[src/rtl/if_fetch_stage.sv]
// Instruction fetch front end.
//
// Issues in-order fetch requests over a req/gnt + rvalid memory interface, buffers the
// returned words in a small prefetch queue and drives the IF/ID pipeline register.
// Sequential fetch advances by 4. A taken branch redirects fetch and flushes the queue and
// IF/ID. Responses still in flight at the time of the branch are dropped as they arrive.
//
// Ports:
//   clk, rst                  clock (rising edge), asynchronous active-low reset
//   freeze                    hazard stall: hold IF/ID, do not pop the queue
//   branch_taken, branch_addr redirect pulse and word-aligned target
//   imem_req, imem_addr       fetch request and address
//   imem_gnt                  request accepted this cycle
//   imem_rvalid, imem_rdata   read response, returned in grant order
//   Instruction, PC, inst_valid  IF/ID register (PC is the instruction address + 4)
module if_fetch_stage #(
  parameter logic [31:0] RESET_PC   = 32'h0000_0000,
  parameter int unsigned FIFO_DEPTH = 2
) (
  input  logic        clk,
  input  logic        rst,
  input  logic        freeze,
  input  logic        branch_taken,
  input  logic [31:0] branch_addr,
  output logic        imem_req,
  output logic [31:0] imem_addr,
  input  logic        imem_gnt,
  input  logic        imem_rvalid,
  input  logic [31:0] imem_rdata,
  output logic [31:0] Instruction,
  output logic [31:0] PC,
  output logic        inst_valid
);

  localparam int unsigned PtrW = $clog2(FIFO_DEPTH);
  localparam int unsigned CntW = $clog2(FIFO_DEPTH) + 1;
  localparam logic [CntW:0] DepthSum = FIFO_DEPTH[CntW:0];

  logic [31:0]     fetch_pc_q, fetch_pc_d;
  logic [31:0]     resp_pc_q, resp_pc_d;
  logic [CntW-1:0] inflight_q, inflight_d;
  logic [CntW-1:0] discard_q, discard_d;
  logic [CntW-1:0] count_q, count_d;
  logic [PtrW-1:0] wptr_q, wptr_d;
  logic [PtrW-1:0] rptr_q, rptr_d;
  logic [31:0]     q_inst_q [FIFO_DEPTH];
  logic [31:0]     q_pc_q   [FIFO_DEPTH];
  logic [31:0]     instr_q, instr_d;
  logic [31:0]     pc_q, pc_d;
  logic            valid_q, valid_d;

  logic            req;
  logic            grant;
  logic            push;
  logic            pop;
  logic [CntW:0]   occupancy;

  // Credit rule: every outstanding request owns a queue slot, so a push never overflows.
  assign occupancy = {1'b0, inflight_q} + {1'b0, count_q};
  assign req       = rst && !branch_taken && (occupancy < DepthSum);
  assign grant     = req && imem_gnt;

  assign imem_req    = req;
  assign imem_addr   = fetch_pc_q;
  assign Instruction = instr_q;
  assign PC          = pc_q;
  assign inst_valid  = valid_q;

  always_comb begin
    fetch_pc_d = fetch_pc_q;
    resp_pc_d  = resp_pc_q;
    inflight_d = inflight_q;
    discard_d  = discard_q;
    count_d    = count_q;
    wptr_d     = wptr_q;
    rptr_d     = rptr_q;
    instr_d    = instr_q;
    pc_d       = pc_q;
    valid_d    = valid_q;
    push       = 1'b0;
    pop        = 1'b0;

    if (branch_taken) begin
      fetch_pc_d = branch_addr;
      resp_pc_d  = branch_addr;
      count_d    = '0;
      wptr_d     = '0;
      rptr_d     = '0;
      // The word returning in this cycle is dropped outright; the rest are skipped later.
      inflight_d = inflight_q - CntW'(imem_rvalid);
      discard_d  = inflight_q - CntW'(imem_rvalid);
      instr_d    = '0;
      pc_d       = '0;
      valid_d    = 1'b0;
    end else begin
      if (grant) begin
        fetch_pc_d = fetch_pc_q + 32'd4;
      end
      inflight_d = inflight_q + CntW'(grant) - CntW'(imem_rvalid);

      if (imem_rvalid) begin
        if (discard_q != '0) begin
          discard_d = discard_q - 1'b1;
        end else begin
          push      = 1'b1;
          resp_pc_d = resp_pc_q + 32'd4;
        end
      end

      if (!freeze) begin
        if (count_q != '0) begin
          pop     = 1'b1;
          instr_d = q_inst_q[rptr_q];
          pc_d    = q_pc_q[rptr_q];
          valid_d = 1'b1;
        end else begin
          instr_d = '0;
          pc_d    = '0;
          valid_d = 1'b0;
        end
      end

      if (push) begin
        wptr_d = wptr_q + 1'b1;
      end
      if (pop) begin
        rptr_d = rptr_q + 1'b1;
      end
      count_d = count_q + CntW'(push) - CntW'(pop);
    end
  end

  always_ff @(posedge clk or negedge rst) begin
    if (!rst) begin
      fetch_pc_q <= RESET_PC;
      resp_pc_q  <= RESET_PC;
      inflight_q <= '0;
      discard_q  <= '0;
      count_q    <= '0;
      wptr_q     <= '0;
      rptr_q     <= '0;
      instr_q    <= '0;
      pc_q       <= '0;
      valid_q    <= 1'b0;
    end else begin
      fetch_pc_q <= fetch_pc_d;
      resp_pc_q  <= resp_pc_d;
      inflight_q <= inflight_d;
      discard_q  <= discard_d;
      count_q    <= count_d;
      wptr_q     <= wptr_d;
      rptr_q     <= rptr_d;
      instr_q    <= instr_d;
      pc_q       <= pc_d;
      valid_q    <= valid_d;
    end
  end

  // Queue storage needs no reset; count_q alone decides which entries are live.
  always_ff @(posedge clk) begin
    if (push) begin
      q_inst_q[wptr_q] <= imem_rdata;
      q_pc_q[wptr_q]   <= resp_pc_q + 32'd4;
    end
  end

  // A response with nothing outstanding is a memory protocol violation.
  assert property (@(posedge clk) disable iff (!rst) imem_rvalid |-> (inflight_q != '0))
    else $error("imem_rvalid with no request in flight");

endmodule

[config.mk]
export PLATFORM = sky130hd
export DESIGN_NAME = if_fetch_stage
export DESIGN_NICKNAME = d
export VERILOG_FILES = /design/src/rtl/if_fetch_stage.sv
export SDC_FILE = /design/constraint.sdc
export NUM_CORES = 1
export LEC_CHECK = 0
export BUFFER_PORTS_ARGS = -buffer_cell sky130_fd_sc_hd__buf_4
export CORE_AREA = 4 4 149 165
export CTS_BUF_LIST = sky130_fd_sc_hd__clkbuf_2 sky130_fd_sc_hd__clkbuf_4 sky130_fd_sc_hd__clkbuf_8
export DETAILED_ROUTE_END_ITERATION = 8
export DIE_AREA = 0 0 153 169
export PLACE_DENSITY = 0.73
export SYNTH_ARGS = -nofsm -noshare
export SYNTH_HDL_FRONTEND = slang
export SYNTH_SLANG_ARGS = --single-unit
[constraint.sdc]
create_clock -name clk -period 8.9 [get_ports clk]
set_input_delay 0.445 -clock clk [delete_from_list [all_inputs] [get_ports clk]]
set_output_delay 0.445 -clock clk [all_outputs]
set_load 0.01 [all_outputs]
==> impl_metrics.yaml, run 1 <==
timing:
  max_slew_margin: 0.216
  slew_viol_final: 0
  setup_viol_count_final: 0
  min_period_over_period: 0.395
  fin_crit_ns: 3.52
  finalHoldViolations: 0
  rsz0062_at_grt: "false"
  tightest_slew_ns: 1.18
  max_freq_ghz: 0.284
  skew_ns: 0.0183
  tns_ns: 0
power:
  netSwitchingFraction: 0.273
  ir_drop_mv: 0.109
  power_switching_mw: 0.866
  clkPwrFrac: 0.349
  comb_power_share: 0.159
  seq_power_share: 0.492
  power_leakage_nw: 5.53
  power_mw: 3.17
  power_density_nw_per_um2: 232
  intPower_mw: 2.31
run_status:
  status: "complete, no violations"
clock_tree:
  cts_resized: 0
  ctsHoldBuffers: 1
  max-clock-path-buffers: 3
  cts_tree: "yes"
  cts-htree-levels: 2
  postCtsSetupRepairBufs: 0
  clock-root-buffer: "clkbuf_8"
  clk_latency_ns: 0.54
  cts_sinks: 265
  path_clk_slew_ns: 0.06
  numCtsBuffers: 42
worst_setup_path:
  reg2regPathDepth: 11
  worst_ep_arrival_time_ns: 3.98
  r2r-start: "inflight_q[0]"
  crit_path_start_kind: "flip-flop"
  r2r_end: "inflight_q[1]"
  path_class: "flip-flop to flip-flop"
  critPathRequiredTime_ns: 9.36
  slowest_stage: "and2_1"
  r2r_slack_ns: 5.38
  critPathCaptureType: "flip-flop"
  crit_chain: "and2_1 -> fa_1 -> nor4b_4 -> and2_1 -> inv_2 -> ha_1 -> inv_1 -> ha_1 -> xnor2_1 -> o21ai_0 -> xor2_1"
  critPathMaxStageDelay_ns: 0.69
  cp_max_fo: 20
synthesis:
  yosys-top-cells-area: "edfxtp_1 34%, dfrtp_1 30%, mux2i_1 5.8%"
  post-synth-top-count-cell: "dfrtp_1"
  yosysTopAreaCell: "edfxtp_1"
  async_flop_share: 0.517
  synth_top_area_share: 0.341
  synth_area_um2: 11300
  synth-edff-count: 128
  avgSynthCellArea_um2: 12.5
  synthFlopType: "dfrtp_1"
  syn_inst: 905
  syn-num-nets: 984
  synth_cell_type_count: 50
  ys_warn_count: 0
  ys_top_cells_by_count: "137 x dfrtp_1, 128 x edfxtp_1, 126 x nand2_1"
  seq_area_frac_synth: 0.645
  synth-seq-cells: 265
die:
  die_area_um2: 25900
  die_h_um: 169
  die_w_um: 153
  start_util: 0.495
  ios: 168
  row_count: 58
  core_region_area_um2: 22800
place:
  hpwl_mm: 15.9
  routabilityCongestion: 0.844
  dpl-instance-area_um2: 12800
  io_buffers: 167
grt:
  grt_use_met3: 0.0386
  grt-busiest-layer: "met2"
  grt_overflow: 0
  grt_first_pass_wirelength_mm: 40.6
  antenna_found_initial: 0
  grtUsageMet1: 0.265
  globalRouteMet2Util: 0.309
  grtUsageTotal: 0.193
  grt_pass1_vias: 7811
  grt_max_degree: 77
route:
  route.vias.total: 7614
  drc_errors: 0
  wl_per_cell_um: 17.7
  wirelength_mm: 24.8
  drt_iter0_markers: 471
  drt_pre_antenna_iters: 4
  via_per_inst: 5.42
  postRouteAntennaNets: 0
finish:
  nets: 1151
  num-fill-cells: 1896
  design_area_um2: 13700
  n_antenna_cell: 0
  post-route-util: 0.601
  syn2layout_area_growth_pct: 21.4
  drive_gt1_frac: 0.251
flow_run:
  max_cap_viol_count: 0
min_path:
  hold_path_depth: 1
  min_path_type: "input port to flip-flop"
  holdPathEnd: "q_inst_q[0][4]"
  hp-start: "imem_rdata[4]"
==> routing by layer <==
| metal | part of all wire | vias to the layer above |
|---|---|---|
| met4 | 0.026 | 0 |
| li1 | - | 3578 |
| met3 | 0.064 | 46 |
| met1 | 0.44 | 3699 |
| met5 | 0 | - |
| met2 | 0.47 | 291 |
==> critical path, delay by kind of cell, from the launching register on <==
family / cells / cell delay (ns)
flops: 1 / 0.39
buf+inv: 2 / 0.35
compound gates: 1 / 0.19
fa+ha+maj: 3 / 1.02
xor+xnor: 2 / 0.29
simple gates: 3 / 1.20
==> layout make-up <==
type | count | area (um2) | share of cell area
Timing Repair Buffer | 174 | 1310 | 0.0958
Multi-Input combinational cell | 573 | 3750 | 0.274
Clock buffer | 69 | 856 | 0.0625
Clock inverter | 8 | 71.3 | 0.00521
Tap cell | 300 | 375 | 0.0274
Inverter | 16 | 60.1 | 0.00438
Sequential cell | 265 | 7280 | 0.531
==> cells in the final DEF, fill, tap and decap left out, types with 3 or more instances in the layout <==
cell / synthesis / layout
nor3_1: 8 / 7
o211ai_1: 9 / 9
a31oi_1: 7 / 7
buf_4: 2 / 172
ha_1: 8 / 8
edfxtp_1: 128 / 128
inv_1: 14 / 14
a21boi_0: 4 / 4
nand2_1: 126 / 125
nand3_1: 33 / 33
and4_1: 9 / 9
o21ai_0: 94 / 94
clkbuf_4: 0 / 15
dfrtp_1: 137 / 136
mux2_2: 14 / 14
nand2b_1: 3 / 3
clkbuf_8: 0 / 54
xnor2_1: 45 / 45
and3_1: 11 / 10
nand4_1: 25 / 25
and2_1: 7 / 7
mux2i_1: 65 / 65
clkinv_2: 0 / 4
a21oi_1: 8 / 8
xor2_1: 33 / 33
o311ai_0: 6 / 6
nor4_1: 4 / 4
nor2_1: 28 / 28
==> state kept, by name, indices dropped and copies added, names as in the netlist <==
name,count
rptr_q,1
inflight_q,2
q_pc_q,64
imem_addr,32
count_q,2
PC,32
q_inst_q,64
Instruction,32
resp_pc_q,32
inst_valid,1
wptr_q,1
discard_q,2
==> through the flow <==
step	std cells	hold slack, ns	setup slack [ns]
floorplan	905	0.149	2.96
global placement	1327	0.456	5.48
detailed placement	1327	0.461	5.40
CTS	1405	0.0469	5.39
global route	1405	0.0393	5.07
finish	1405	0.0829	5.38
==> power groups by stage <==
stage               clock network [mW]  logic [mW]  registers, mW
finish                            1.11       0.504           1.56
global route                      1.19       0.562           1.58
CTS                               1.13       0.513           1.56
detailed placement                   0       0.510           1.59
global placement                     0       0.497           1.58
floorplan                            0       0.335           1.54
==> logic make-up (layout without fill, tap and decap cells) <==
logic type                 after synthesis  after routing  share of synthesized area
muxes                                   79             79                     0.0716
adders and majority gates                9              9                     0.0106
and+or+nand+nor                        271            271                      0.120
buffers and inverters                   67            267                     0.0246
AOI/OAI and AO/OA                      136            136                     0.0682
DFF                                    265            265                      0.645
xor gates and xnor gates                78             78                     0.0606
==> worst max path at each step <==
stage	slack [ns]	end	cells after the start	from
4_1_cts	5.39	inflight_q[1]	11	count_q[0]
6_report	5.38	inflight_q[1]	11	inflight_q[0]
2_1_floorplan	2.96	q_inst_q[0][0]	4	branch_taken
3_5_place_dp	5.40	inflight_q[1]	11	inflight_q[0]
3_3_place_gp	5.48	inflight_q[1]	11	inflight_q[0]
5_1_grt	5.07	inflight_q[1]	11	count_q[0]
(Power assumes the default switching activity.)
==> run 2, diff against run 1 <==
==> config.mk (replaced) <==
export PLATFORM = sky130hd
export DESIGN_NAME = if_fetch_stage
export DESIGN_NICKNAME = d
export VERILOG_FILES = /design/src/rtl/if_fetch_stage.sv
export SDC_FILE = /design/constraint.sdc
export NUM_CORES = 1
export LEC_CHECK = 0
export ABC_AREA = 1
export BUFFER_PORTS_ARGS = -buffer_cell sky130_fd_sc_hd__buf_4
export CORE_AREA = 4 4 152 169
export CTS_BUF_LIST = sky130_fd_sc_hd__clkbuf_2 sky130_fd_sc_hd__clkbuf_4 sky130_fd_sc_hd__clkbuf_8
export DETAILED_ROUTE_END_ITERATION = 8
export DIE_AREA = 0 0 156 173
export PLACE_DENSITY = 0.76
export SYNTH_ARGS = -nofsm -noshare
export SYNTH_HDL_FRONTEND = slang
export SYNTH_SLANG_ARGS = --single-unit
==> constraint.sdc (replaced) <==
create_clock -name clk -period 3.02 [get_ports clk]
set_input_delay 0.151 -clock clk [delete_from_list [all_inputs] [get_ports clk]]
set_output_delay 0.151 -clock clk [all_outputs]
set_load 0.01 [all_outputs]
==> impl_metrics.yaml, run 2 <==
run_status:
  status: "complete, no violations"
place:
  hpwl_mm: 19.7
  routabilityCongestion: 0.884
  post-place-ws_ns: 0.579
  io_buffers: 167
timing:
  max_slew_margin: 0.462
  max_freq_ghz: 0.409
  setup_ws_ns: 0.577
  tightest_slew_ns: 0.807
  slew_viol_final: 0
  fin_crit_ns: 2.44
  setup_viol_count_final: 0
  min_period_over_period: 0.809
  finalHoldViolations: 0
  tns_ns: 0
  rsz0062_at_grt: "false"
  skew_ns: 0.0150
power:
  ir_drop_mv: 0.305
  power_density_nw_per_um2: 651
  seq_power_share: 0.483
  netSwitchingFraction: 0.298
  power_switching_mw: 2.89
  clkPwrFrac: 0.314
  intPower_mw: 6.80
  comb_power_share: 0.203
  power_leakage_nw: 6.39
synthesis:
  yosysTopAreaCell: "edfxtp_1"
  syn-num-nets: 1250
  synth-edff-count: 128
  post-synth-top-count-cell: "nand2_1"
  synth_area_um2: 11800
  seq_area_frac_synth: 0.615
  synth-seq-cells: 265
  syn_inst: 1171
  async_flop_share: 0.517
  synthFlopType: "dfrtp_1"
  avgSynthCellArea_um2: 10.1
  ys_top_cells_by_count: "281 x nand2_1, 154 x nand3_1, 137 x dfrtp_1"
  synth_cell_type_count: 36
  yosys-top-cells-area: "edfxtp_1 32%, dfrtp_1 29%, nand2_1 8.9%"
  ys_warn_count: 0
  synth_top_area_share: 0.325
worst_setup_path:
  slowest_stage: "fa_1"
  critPathMaxStageDelay_ns: 0.47
  crit_family: "simple AND/OR/NAND/NOR gates"
  crit_chain: "nand2_1 -> inv_1 -> fa_1 -> nor2_4 -> nand4_4 -> nand2_2 -> inv_1 -> nand2_1 -> nand2_1 -> o21bai_1"
  path_class: "flip-flop to flip-flop"
  critPathRequiredTime_ns: 3.44
  crit_path_start_kind: "flip-flop"
  critPathCaptureType: "flip-flop"
  path_buf_inv: 2
  worst_ep_arrival_time_ns: 2.86
  cp_max_fo: 23
  path_common_cell: "nand2_1"
route:
  drt_iter0_markers: 507
  wirelength_mm: 29.1
  wl_per_cell_um: 16.6
  postRouteAntennaNets: 0
  via_per_inst: 5.23
  drt_pre_antenna_iters: 5
  drc_errors: 0
  route.vias.total: 9178
clock_tree:
  cts_tree: "yes"
  numCtsBuffers: 41
  clock-root-buffer: "clkbuf_8"
  clk_latency_ns: 0.54
  cts-htree-levels: 2
  max-clock-path-buffers: 3
  postCtsSetupRepairBufs: 0
  cts_sinks: 265
  path_clk_slew_ns: 0.06
min_path:
  min_path_type: "input port to flip-flop"
grt:
  grt_overflow: 0
  grt_first_pass_wirelength_mm: 46.8
  grt_max_degree: 71
  antenna_found_initial: 0
  grtUsageTotal: 0.214
  grt_pass1_vias: 9188
die:
  core_region_area_um2: 24100
  row_count: 60
  ios: 168
  die_area_um2: 27000
  start_util: 0.491
  die_w_um: 156
  die_h_um: 173
finish:
  final_common_cell: "nand2_1"
  drive_gt1_frac: 0.196
  mostFrequentLayoutCells: "280 x nand2_1, 177 x buf_4, 154 x nand3_1"
  num-fill-cells: 1936
  nets: 1492
  syn2layout_area_growth_pct: 26.0
  reg_top3: "q_inst_q (64), q_pc_q (64)"
  n_antenna_cell: 0
flow_run:
  max_cap_viol_count: 0
run 2: cell count changes in the layout (fill, tap and decap cells not counted), moves of 20 or more:
cell	change
dlygate4sd3_1	+65
inv_1	+71
nand2_1	+155
nand3_1	+121
nand4_1	-20
nor2_1	+61
xnor2_1	-38
xor2_1	-22
run 2: what timing repair did:
item | in CTS | in global routing
hold buffers | 66 | 0
resized for setup | 0 | 0
endpoints found under the hold margin | 157 | 0
run 2: final cells by class:
cell class              instances  area (um2)  share of cell area
flip-flops and latches        265        7280               0.488
clock inverters                15         105             0.00705
repair buffers                245        2020               0.136
well taps                     310         388              0.0260
clock buffers                  60         744              0.0500
inverters                      87         327              0.0219
multi-input cells             773        4040               0.271
run 2: through the flow:
stage	power [mW]	cells	hold slack (ns)	utilization	instance area [um2]
global placement	6.58	1614	0.0729	0.556	13400
detailed placement	6.65	1614	0.0758	0.556	13400
finish	9.70	1755	0.0296	0.618	14900
global route	10.2	1755	0.0414	0.618	14900
CTS	9.78	1755	0.00231	0.618	14900
floorplan	5.85	1171	-0.145	-	11800
run 2: power by group through the flow:
stage / Combinational, mW / Sequential, mW / Clock (mW)
4_1_cts: 1.99 / 4.68 / 3.11
6_report: 1.97 / 4.69 / 3.04
3_3_place_gp: 1.86 / 4.72 / 0
5_1_grt: 2.21 / 4.73 / 3.29
2_1_floorplan: 1.16 / 4.69 / 0
3_5_place_dp: 1.91 / 4.74 / 0
run 2: metal layers:
| layer | share of wire | up-vias | GRT usage | wire [um] |
|---|---|---|---|---|
| met3 | 0.072 | 58 | 0.0413 | 2100 |
| li1 | - | 4441 | - | - |
| met1 | 0.42 | 4356 | 0.284 | 12200 |
| met2 | 0.48 | 323 | 0.358 | 14000 |
| met5 | 0 | - | 0 | 0 |
| met4 | 0.025 | 0 | 0.0628 | 732 |
run 2: final timing paths:
kind / startpoint / endpoint / slack [ns] / cells past startpoint
max in group asynchronous: rst / PC[20] / 1.80 / 3
hold / removal: imem_rvalid / inflight_q[0] / 0.03 / 4
hold reg to reg: resp_pc_q[0] / q_pc_q[0][0] / 0.47 / 0
setup / recovery: count_q[0] / imem_addr[22] / 0.58 / 10
min in group asynchronous: rst / resp_pc_q[1] / 0.10 / 2
setup reg to reg: count_q[0] / imem_addr[22] / 0.58 / 10
run 2: tightest hold or removal path, delay by kind of cell:
family	cells	cell delay, ns
adder cells (fa/ha/maj)	1	0.12
buffers and inverters	1	0.10
AND/OR/NAND/NOR	2	0.14
run 2: cells by family (layout without fill, tap and decap cells):
| group | count (synthesis) | after routing | share of synthesized area |
|---|---|---|---|
| AO/OA/AOI/OAI | 120 | 120 | 0.0542 |
| XOR/XNOR | 19 | 19 | 0.0147 |
| adder cells (fa/ha/maj) | 9 | 9 | 0.0102 |
| buffers and inverters | 133 | 407 | 0.0450 |
| flip-flops | 265 | 265 | 0.615 |
| multiplexers | 64 | 64 | 0.0542 |
| AND/OR/NAND/NOR | 561 | 561 | 0.207 |
